<file path="src/rtl/event_window_ingress.sv">
// event_window_ingress
// Front end for DVS events: drops out-of-range and non-monotonic events,
// re-stamps accepted events relative to the current accumulation window and
// buffers them in a show-ahead FIFO. A window closes only after everything
// stamped against it has left the FIFO, and window_done marks that moment.
//
// state    | meaning
// ---------+--------------------------------------------------------------
// ST_IDLE  | no window yet; the first good event opens one with dt=0
// ST_OPEN  | window open; in-window events are buffered with their dt
// ST_DRAIN | boundary event parked in pending regs; wait for FIFO to empty
// ST_START | window_done pulse; pending event opens the next window
module event_window_ingress #(
   parameter int MAX_X_COORD    = 240,
   parameter int MAX_Y_COORD    = 180,
   parameter int INPUT_BIT_TIME = 32,
   parameter int INPUT_BIT_X    = 8,
   parameter int INPUT_BIT_Y    = 8,
   parameter int WINDOW_US      = 50000,
   parameter int TIME_OUT_BIT   = 16,
   parameter int FIFO_DEPTH     = 16,
   parameter int CNT_BIT        = 16
) (
   input  logic                      clk,
   input  logic                      reset,
   input  logic [INPUT_BIT_TIME-1:0] timestamp,
   input  logic [INPUT_BIT_X-1:0]    x_coord,
   input  logic [INPUT_BIT_Y-1:0]    y_coord,
   input  logic                      polarity,
   input  logic                      is_valid,
   output logic                      in_ready,
   output logic [INPUT_BIT_X-1:0]    out_x,
   output logic [INPUT_BIT_Y-1:0]    out_y,
   output logic                      out_pol,
   output logic [TIME_OUT_BIT-1:0]   out_dt,
   output logic                      out_valid,
   input  logic                      out_ready,
   output logic                      window_done,
   output logic [CNT_BIT-1:0]        window_cnt,
   output logic [CNT_BIT-1:0]        drop_cnt
);

   localparam int AW = $clog2(FIFO_DEPTH);
   localparam int PW = AW + 1;
   localparam int EW = INPUT_BIT_X + INPUT_BIT_Y + 1 + TIME_OUT_BIT;
   localparam logic [INPUT_BIT_X:0]      X_LIM   = (INPUT_BIT_X + 1)'(MAX_X_COORD);
   localparam logic [INPUT_BIT_Y:0]      Y_LIM   = (INPUT_BIT_Y + 1)'(MAX_Y_COORD);
   localparam logic [INPUT_BIT_TIME-1:0] WIN_LIM = INPUT_BIT_TIME'(WINDOW_US);
   localparam logic [PW-1:0]             AFULL   = PW'(FIFO_DEPTH - 1);

   typedef enum logic [1:0] {ST_IDLE, ST_OPEN, ST_DRAIN, ST_START} state_t;

   state_t                    state_q, state_d;
   logic [INPUT_BIT_TIME-1:0] win_start_q, win_start_d;
   logic [INPUT_BIT_TIME-1:0] pend_ts_q, pend_ts_d;
   logic [INPUT_BIT_X-1:0]    pend_x_q, pend_x_d;
   logic [INPUT_BIT_Y-1:0]    pend_y_q, pend_y_d;
   logic                      pend_pol_q, pend_pol_d;
   logic                      stg_v_q, stg_v_d;
   logic [EW-1:0]             stg_data_q, stg_data_d;
   logic [CNT_BIT-1:0]        win_cnt_q, win_cnt_d;
   logic [CNT_BIT-1:0]        drop_cnt_q, drop_cnt_d;
   logic                      rdy_en_q;
   logic [PW-1:0]             wr_ptr_q, rd_ptr_q;
   logic [EW-1:0]             mem_q [FIFO_DEPTH];

   logic                      fifo_empty, fifo_full, fifo_afull;
   logic [PW-1:0]             fifo_cnt;
   logic                      in_ready_c, accept, coord_bad, drop;
   logic [INPUT_BIT_TIME-1:0] delta;
   logic                      push, pop;
   logic [EW-1:0]             rd_data;

   assign fifo_cnt   = wr_ptr_q - rd_ptr_q;
   assign fifo_empty = (wr_ptr_q == rd_ptr_q);
   assign fifo_full  = (wr_ptr_q[AW] != rd_ptr_q[AW]) &&
                       (wr_ptr_q[AW-1:0] == rd_ptr_q[AW-1:0]);
   // The staging register is one write in flight, so it counts as occupancy.
   assign fifo_afull = (fifo_cnt == AFULL);

   assign in_ready_c = rdy_en_q && ((state_q == ST_IDLE) || (state_q == ST_OPEN)) &&
                       !fifo_full && !(stg_v_q && fifo_afull);
   assign accept     = is_valid && in_ready_c;
   assign coord_bad  = ({1'b0, x_coord} >= X_LIM) || ({1'b0, y_coord} >= Y_LIM);
   assign delta      = timestamp - win_start_q;

   // Window sequencing, filtering and staging of the next FIFO write.
   always_comb begin
      state_d     = state_q;
      win_start_d = win_start_q;
      pend_ts_d   = pend_ts_q;
      pend_x_d    = pend_x_q;
      pend_y_d    = pend_y_q;
      pend_pol_d  = pend_pol_q;
      stg_v_d     = 1'b0;
      stg_data_d  = stg_data_q;
      win_cnt_d   = win_cnt_q;
      drop        = 1'b0;
      case (state_q)
         ST_IDLE: begin
            if (accept) begin
               if (coord_bad) begin
                  drop = 1'b1;
               end else begin
                  win_start_d = timestamp;
                  stg_v_d     = 1'b1;
                  stg_data_d  = {x_coord, y_coord, polarity, {TIME_OUT_BIT{1'b0}}};
                  state_d     = ST_OPEN;
               end
            end
         end
         ST_OPEN: begin
            if (accept) begin
               if (coord_bad || (timestamp < win_start_q)) begin
                  drop = 1'b1;
               end else if (delta < WIN_LIM) begin
                  stg_v_d    = 1'b1;
                  stg_data_d = {x_coord, y_coord, polarity, delta[TIME_OUT_BIT-1:0]};
               end else begin
                  pend_ts_d  = timestamp;
                  pend_x_d   = x_coord;
                  pend_y_d   = y_coord;
                  pend_pol_d = polarity;
                  state_d    = ST_DRAIN;
               end
            end
         end
         ST_DRAIN: begin
            if (fifo_empty && !stg_v_q) state_d = ST_START;
         end
         ST_START: begin
            win_cnt_d   = win_cnt_q + 1'b1;
            win_start_d = pend_ts_q;
            stg_v_d     = 1'b1;
            stg_data_d  = {pend_x_q, pend_y_q, pend_pol_q, {TIME_OUT_BIT{1'b0}}};
            state_d     = ST_OPEN;
         end
         default: state_d = ST_IDLE;
      endcase
   end

   assign drop_cnt_d = (drop && (drop_cnt_q != {CNT_BIT{1'b1}})) ? drop_cnt_q + 1'b1
                                                                 : drop_cnt_q;

   // Control and datapath registers.
   always_ff @(posedge clk or negedge reset) begin
      if (!reset) begin
         state_q     <= ST_IDLE;
         win_start_q <= '0;
         pend_ts_q   <= '0;
         pend_x_q    <= '0;
         pend_y_q    <= '0;
         pend_pol_q  <= 1'b0;
         stg_v_q     <= 1'b0;
         stg_data_q  <= '0;
         win_cnt_q   <= '0;
         drop_cnt_q  <= '0;
         rdy_en_q    <= 1'b0;
      end else begin
         state_q     <= state_d;
         win_start_q <= win_start_d;
         pend_ts_q   <= pend_ts_d;
         pend_x_q    <= pend_x_d;
         pend_y_q    <= pend_y_d;
         pend_pol_q  <= pend_pol_d;
         stg_v_q     <= stg_v_d;
         stg_data_q  <= stg_data_d;
         win_cnt_q   <= win_cnt_d;
         drop_cnt_q  <= drop_cnt_d;
         rdy_en_q    <= 1'b1;
      end
   end

   assign push = stg_v_q;
   assign pop  = out_valid && out_ready;

   // FIFO pointers; the extra MSB separates full from empty.
   always_ff @(posedge clk or negedge reset) begin
      if (!reset) begin
         wr_ptr_q <= '0;
         rd_ptr_q <= '0;
      end else begin
         if (push) wr_ptr_q <= wr_ptr_q + 1'b1;
         if (pop)  rd_ptr_q <= rd_ptr_q + 1'b1;
      end
   end

   // FIFO storage; contents are don't-care until written.
   always_ff @(posedge clk) begin
      if (push) mem_q[wr_ptr_q[AW-1:0]] <= stg_data_q;
   end

   assign rd_data     = mem_q[rd_ptr_q[AW-1:0]];
   assign out_valid   = !fifo_empty;
   assign out_x       = out_valid ? rd_data[TIME_OUT_BIT+1+INPUT_BIT_Y +: INPUT_BIT_X] : '0;
   assign out_y       = out_valid ? rd_data[TIME_OUT_BIT+1 +: INPUT_BIT_Y] : '0;
   assign out_pol     = out_valid && rd_data[TIME_OUT_BIT];
   assign out_dt      = out_valid ? rd_data[TIME_OUT_BIT-1:0] : '0;
   assign in_ready    = in_ready_c;
   assign window_done = (state_q == ST_START);
   assign window_cnt  = win_cnt_q;
   assign drop_cnt    = drop_cnt_q;

endmodule

</file>
<file path="config.mk">
export PLATFORM = sky130hd
export DESIGN_NAME = event_window_ingress
export DESIGN_NICKNAME = d
export VERILOG_FILES = /design/src/rtl/event_window_ingress.sv
export SDC_FILE = /design/constraint.sdc
export NUM_CORES = 1
export LEC_CHECK = 0
export BUFFER_PORTS_ARGS = -buffer_cell sky130_fd_sc_hd__buf_2
export CAP_MARGIN = 20
export CORE_MARGIN = 5
export CORE_UTILIZATION = 50
export DETAILED_ROUTE_END_ITERATION = 12
export MAX_ROUTING_LAYER = met4
export PLACE_DENSITY = 0.64
export SYNTH_ARGS = -nofsm -noshare
export SYNTH_HDL_FRONTEND = slang
export SYNTH_SLANG_ARGS = --single-unit
</file>
<file path="constraint.sdc">
create_clock -name clk -period 5.2 [get_ports clk]
set_input_delay 1.04 -clock clk [delete_from_list [all_inputs] [get_ports clk]]
set_output_delay 1.04 -clock clk [all_outputs]
set_load 0.1 [all_outputs]
</file>
==> results.ini, run 1 <==
[status]
status=completed

[worst_setup_path]
crit_path_cell_trace=buf_4 -> mux4_2 -> mux4_2 -> and2_1 -> buf_2
critPathTopFamily=multiplexers
required_ns=4.16
worst-path-buf-inv=2
cpMostUsedCell=mux4_2
cpPeakStageDelay_ns=0.69
r2r_slack_ns=1.14
crit_slowest_cell=dfrtp_4
cp_max_fo=21
critPathKind=register to output pin
crit_path_end_kind=output pin
cp.arrival_ns=3.29
worstSetupStartpointType=register

[clock_network]
cts_buffers=70
htree_levels=3
post_cts_buffers=0
clock-sinks=688
clock_latency_ns=0.61
cts_root_buf=clkbuf_16
clockBufferDepth=3
cts_tree=built
cts.reportedPaths.clkPinSlew_ns=0.06
cts_hold_buf=0
ctsResizeCount=0

[yosys]
ys_seq_elements=688
synth_area_mm2=0.02939
async_reset_ff_share_pct=23.26
synth_common_cells=edfxtp_1, mux4_2, dfrtp_1
yosysMostFrequentCell=edfxtp_1
avgSynthCellArea_um2=17.26
synth_nets=1806
ys_types=76
synthTopCellsByArea=edfxtp_1, dfrtp_1, mux4_2
synth_edf_count=528
synth-warning-count=0
netlist_instances=1703
ys.flop_type=edfxtp_1
ys_seq_area_share_pct=67.56
synth.top_cell.area_share_pct=53.94
synth_largest_area_cell=edfxtp_1

[detailed_routing]
dr.pass1.iters=5
num_vias=15546
vias_per_cell=5.827
wirelength_mm=63.15
drt_iter0_markers=1449
drtAntennaViolNets=0
wl_per_cell_um=23.67
drc=0

[timing]
setup_tns_ns=0
relSlewSlack_pct=36.78
fin_ws_ns=0.8743
skew_ns=0.01995
max_freq_mhz=231.2
hold_viol=0
finalSetupViolations=0
fin_crit_sh_pct=83.19
tightest_slew_ns=0.9336
slew_violations=0
fin_crit_ns=4.326
grt_setup_unrepaired=false

[place]
dp_cells=2541
hpwl_mm=37.86
numPortBuffers=120
dp_slack_ns=0.3211
gp_congestion=0.8752

[global_route]
grt_pass1_wl_mm=97.85
antenna_found_initial=4
grt_overflow_total=0
grtUsageTotal_pct=20.66
grt_pass1_vias=16085
grt_max_degree=88

[floorplanning]
die_area_mm2=0.06374
fp.dieW_um=252.5
die_h_um=252.5
start_util_pct=50.75
num_io_pins=121
core-area_mm2=0.05792
rows=88

[final_layout]
instances_no_fill=2668
multi_input_area_mm2=0.009096
fill_cells=4432
drive_above_1_share_pct=28.37
syn2layout_area_growth_pct=13.71
nets=1951
regArea_mm2=0.01987

[job]
drv_cap=0

[hold_path]
hold_class=input pin to asynchronous set/reset pin

[power_and_ir_drop]
powerDensity_mw_per_mm2=642.6
vdd_drop_max_mv=0.6649
cellLeakagePower_uw=0.01182

-- cell families (layout without fill, tap and decap cells) --
logic type	after synthesis	count (layout)	share of synthesized area (%)
XOR/XNOR	61	61	1.818
flip-flops	688	688	67.56
buffers and inverters	141	338	1.932
multiplexers	286	286	17.21
AO/OA/AOI/OAI	193	193	4.491
other	1	4	0.01276
adder cells (fa/ha/maj)	50	50	2.179
AND/OR/NAND/NOR	283	283	4.802
-- per-stage QoR --
| stage | hold WS (ns) | power [µW] | cell area, µm² | util, % |
|---|---|---|---|---|
| 6_report | 0.4385 | 21480 | 33420 | 57.71 |
| 5_1_grt | 0.4714 | 22570 | 33420 | 57.71 |
| 4_1_cts | 0.4455 | 21730 | 33420 | 57.70 |
| 3_5_place_dp | 0.4685 | 16690 | 31100 | 53.71 |
| 3_3_place_gp | 0.4559 | 16520 | 31100 | 53.71 |
| 2_1_floorplan | 0.4498 | 14650 | 29400 | - |
-- state kept, by name, indices dropped and copies added (netlist names) --
| name | cells |
|---|---|
| pend_ts_q | 32 |
| rd_ptr_q | 5 |
| wr_ptr_q | 5 |
| pend_y_q | 8 |
| pend_x_q | 8 |
| push | 1 |
| window_cnt | 16 |
| stg_data_q | 33 |
| win_start_q | 32 |
| rdy_en_q | 1 |
| pend_pol_q | 1 |
| mem_q | 528 |
| drop_cnt | 16 |
| state_q | 2 |
-- cell usage in the layout (no fill, tap or decap), types with 16 or more instances in the layout --
cell,n
a21oi_1,31
mux2i_1,47
inv_1,50
nand3_1,25
o21ai_0,51
nand2_1,97
a21o_1,17
and3_1,16
a22o_1,17
mux2_2,64
dfrtp_1,157
ha_1,47
nand4_1,18
edfxtp_1,528
mux4_2,165
xnor2_1,35
clkbuf_16,71
buf_4,38
and2_1,42
xor2_1,26
nor2_1,27
buf_2,119
-- area by class of cell --
class	count	area share, %
multi-input cells	874	27.22
clock inverters	36	1.318
inverters	51	0.5728
repair buffers	163	2.969
diodes	3	0.02246
flip-flops and latches	688	59.44
well taps	765	2.864
clock buffers	88	5.597
-- report_power, final --
group | switching [µW] | internal [µW]
combinational | 5540 | 3040
sequential | 756 | 7120
clock | 2050 | 2970
-- routing by layer --
layer	track usage, %	share of wire (%)
met1	27.93	42
met2	33.91	51
met3	3.097	6.0
met4	4.544	1.3
met5	-	0
-- worst register-to-register path, stage by stage (launching register included) --
cell	delay, ns
dfrtp_1	0.38
ha_1	0.23
fa_1	0.41
nor2b_1	0.21
o2111a_1	0.25
o21ai_0	0.11
and2_1	0.20
o31ai_1	0.37
xnor2_1	0.16
nand3_1	0.08
or4b_1	0.61
buf_4	0.22
nor3_4	0.20
buf_4	0.28
mux2i_1	0.24
-- worst paths after layout --
path	start	endpoint	depth (start not counted)
min in group clk	window_cnt[15]	window_cnt[15]	1
min	reset	pend_ts_q[10]	1
max reg2reg	win_start_q[0]	stg_data_q[5]	14
max	rd_ptr_q[0]	out_dt[14]	5
min reg2reg	window_cnt[15]	window_cnt[15]	1
max in group asynchronous	reset	drop_cnt[5]	2
Power figures use the tool's default switching activity.
==> inputs of run 2 (changes only) <==
--- a/config.mk
+++ b/config.mk
@@ -11,7 +11,7 @@
 export CORE_UTILIZATION = 50
 export DETAILED_ROUTE_END_ITERATION = 12
 export MAX_ROUTING_LAYER = met4
-export PLACE_DENSITY = 0.64
+export PLACE_DENSITY = 0.66
 export SYNTH_ARGS = -nofsm -noshare
 export SYNTH_HDL_FRONTEND = slang
 export SYNTH_SLANG_ARGS = --single-unit
==> constraint.sdc (replaced) <==
create_clock -name clk -period 3.65 [get_ports clk]
set_input_delay 0.73 -clock clk [delete_from_list [all_inputs] [get_ports clk]]
set_output_delay 0.73 -clock clk [all_outputs]
set_load 0.1 [all_outputs]
==> run 2 against run 1 <==
Compared with the run above:
- flip-flop and latch count did not move
- cell count rose by 6.6%
- clock skew rose by 0.0025 ns
- register-to-register slack got worse by 1.2 ns
- routed wire length rose by 7.4%
- the run now ends with negative setup slack left
- combinational power rose by 85%
- core utilization rose by 4.4 points
- first-iteration DRC count fell by 2.3%
- total power rose by 59%
- largest cell class unchanged
- sequential power rose by 41%
- setup slack got worse by 0.96 ns
- global-route usage rose by 0.65 points
==> results.ini, run 2 (synthesis results as in run 1) <==
[detailed_routing]
num_vias=16438  ; was 15546
drt_iter0_markers=1415  ; was 1449
vias_per_cell=5.782  ; was 5.827
dr.pass1.iters=5  ; unchanged
wirelength_mm=67.80  ; was 63.15 mm
drc=0  ; unchanged
wl_per_cell_um=23.85  ; was 23.67 µm
drtAntennaViolNets=0  ; unchanged

[worst_setup_path]
cpPeakStageDelay_ns=0.60  ; was 0.69 ns
crit_slowest_cell=or4b_4  ; was dfrtp_4
critPathKind=register to register  ; was register to output pin
worstSetupStartpointType=register  ; unchanged
cp.arrival_ns=4.21  ; was 3.29 ns
crit_path_cell_trace=ha_4 -> fa_2 -> nor2b_4 -> o2111a_2 -> o21a_1 -> o21ai_2 -> a211oi_2 -> mux2_2 -> nand4_1 -> or4b_4 -> o21bai_4 -> buf_6 -> buf_12 -> mux2_2  ; was buf_4 -> mux4_2 -> mux4_2 -> and2_1 -> buf_2
worst-path-buf-inv=2  ; unchanged
critPathTopFamily=compound AO/OA/AOI/OAI gates  ; was multiplexers
cpMostUsedCell=mux2_2  ; was mux4_2
cp_max_fo=16  ; was 21
crit_path_end_kind=register  ; was output pin
required_ns=4.12  ; was 4.16 ns

[timing]
max_freq_mhz=267.7
hold_viol=0  ; unchanged
worst_hold_slack_ns=0.1788  ; was 0.4385 ns
skew_ns=0.02242  ; was 0.01995 ns
fin_ws_ns=-0.08581  ; was 0.8743 ns
tightest_slew_ns=0.9073  ; was 0.9336 ns
relSlewSlack_pct=39.19  ; was 36.78%
slew_violations=0  ; unchanged
finalSetupViolations=66  ; was 0
fin_crit_sh_pct=102.4
fin_crit_ns=3.736
grt_setup_unrepaired=true  ; was false

[status]
status=finished, violations left  ; was completed
violations=negative setup slack

[global_route]
grtUsageTotal_pct=21.31  ; was 20.66%
grt_max_degree=92  ; was 88
grt_pass1_vias=17073  ; was 16085
grt_pass1_wl_mm=101.1  ; was 97.85 mm
antenna_found_initial=3  ; was 4
grt_overflow_total=0  ; unchanged

[clock_network]
htree_levels=3  ; unchanged
cts_root_buf=clkbuf_16  ; unchanged
cts_tree=built  ; unchanged
cts.reportedPaths.clkPinSlew_ns=0.06  ; about the same
clock-sinks=688  ; unchanged
clockBufferDepth=3  ; unchanged
clock_latency_ns=0.60  ; was 0.61 ns
cts_buffers=71  ; was 70

[power_and_ir_drop]
cell_internal_pwr_uw=21460  ; was 13130 µW
clkPwrFrac_pct=20.8  ; was 23.4%
p_switching_uw=12730  ; was 8348 µW
powerDensity_mw_per_mm2=950.0  ; was 642.6 mW/mm²
p_sw_share_pct=37.22  ; was 38.87%
seqPwrFrac_pct=32.6  ; was 36.7%
combPwrFrac_pct=46.6  ; was 39.9%
vdd_drop_max_mv=0.8928  ; was 0.6649 mV
cellLeakagePower_uw=0.01313  ; was 0.01182 µW

[hold_path]
hold_class=input pin to asynchronous set/reset pin  ; unchanged

[floorplanning]
core-area_mm2=0.05792  ; unchanged
die_h_um=252.5  ; unchanged
fp.dieW_um=252.5  ; unchanged
die_area_mm2=0.06374  ; unchanged
start_util_pct=50.75  ; unchanged
num_io_pins=121  ; unchanged
rows=88  ; unchanged

[final_layout]
largest_reg_flops=528  ; unchanged
final_common_cell=edfxtp_1  ; unchanged
final_util_pct=62.14  ; was 57.71%
syn2layout_area_growth_pct=22.44  ; was 13.71%
multi_input_area_mm2=0.009359  ; was 0.009096 mm²
regArea_mm2=0.01987  ; unchanged
final_cell_mix=edfxtp_1, buf_4, mux4_2  ; was edfxtp_1, mux4_2, dfrtp_1
nets=2125  ; was 1951
drive_above_1_share_pct=36.48  ; was 28.37%
fill_cells=4156  ; was 4432

[job]
drv_cap=0  ; unchanged

[place]
dp_slack_ns=-0.7754  ; was 0.3211 ns
hpwl_mm=38.65  ; was 37.86 mm
gp_congestion=0.8672  ; was 0.8752
numPortBuffers=120  ; unchanged

run 2: area by class of cell:
class                      instances  area share [%]
antenna                            3         0.02086
clock buffer                      87           5.281
clock inverter                    39           1.071
inverter                          51          0.5319
multi-input combinational        874           26.00
sequential                       688           55.20
tap                              765           2.660
timing repair buffer             336           9.227
run 2: worst register-to-register path, delay by kind of cell (launching register included):
kind	cells	cell delay, ns
AO/OA/AOI/OAI	5	0.89
AND/OR/NAND/NOR	3	0.85
adder cells (fa/ha/maj)	2	0.61
multiplexers	2	0.54
flip-flops	1	0.40
buffers and inverters	2	0.31
run 2: power groups by stage:
| stage | registers (µW) | logic, µW | clock network, µW |
|---|---|---|---|
| finish | 11100 | 15900 | 7100 |
| detailed placement | 11300 | 15000 | 0 |
| floorplan | 11200 | 9810 | 0 |
| global route | 11300 | 16900 | 7600 |
| global placement | 11100 | 14900 | 0 |
| CTS | 11100 | 15400 | 7230 |
run 2: repair_timing:
item	in CTS	in global routing
setup endpoints to repair	117	116
pin swaps	17	12
resized for setup	36	38
hold buffers	0	0
setup buffers	8	12
gates cloned	3	14
run 2: worst paths after layout:
| path | startpoint | to | slack, ns | depth (start not counted) |
|---|---|---|---|---|
| max | win_start_q[0] | pend_ts_q[0] | -0.09 | 14 |
| min | reset | pend_ts_q[12] | 0.18 | 1 |
| max reg2reg | win_start_q[0] | pend_ts_q[0] | -0.09 | 14 |
| min reg2reg | window_cnt[15] | window_cnt[15] | 0.47 | 1 |
| max in group asynchronous | reset | pend_ts_q[20] | 2.64 | 2 |
| min in group clk | polarity | pend_pol_q | 0.39 | 2 |
run 2: per-layer routing:
metal | GRT usage, % | share of wire, % | up-vias
met5 | - | 0 | -
met2 | 35.22 | 51 | 523
li1 | - | - | 7327
met3 | 3.221 | 6.4 | 109
met1 | 28.15 | 40 | 8479
met4 | 5.599 | 2.1 | 0
run 2: stage by stage:
stage / total power (µW) / TNS (ns) / instance area, µm² / instances
2_1_floorplan: 21020 / -23.26 / 29570 / 1703
5_1_grt: 35800 / -13.13 / 35990 / 2843
3_5_place_dp: 26280 / -63.19 / 32860 / 2678
6_report: 34190 / -2.490 / 35990 / 2843
4_1_cts: 33780 / -2.025 / 35470 / 2815
3_3_place_gp: 26010 / -56.28 / 32860 / 2678
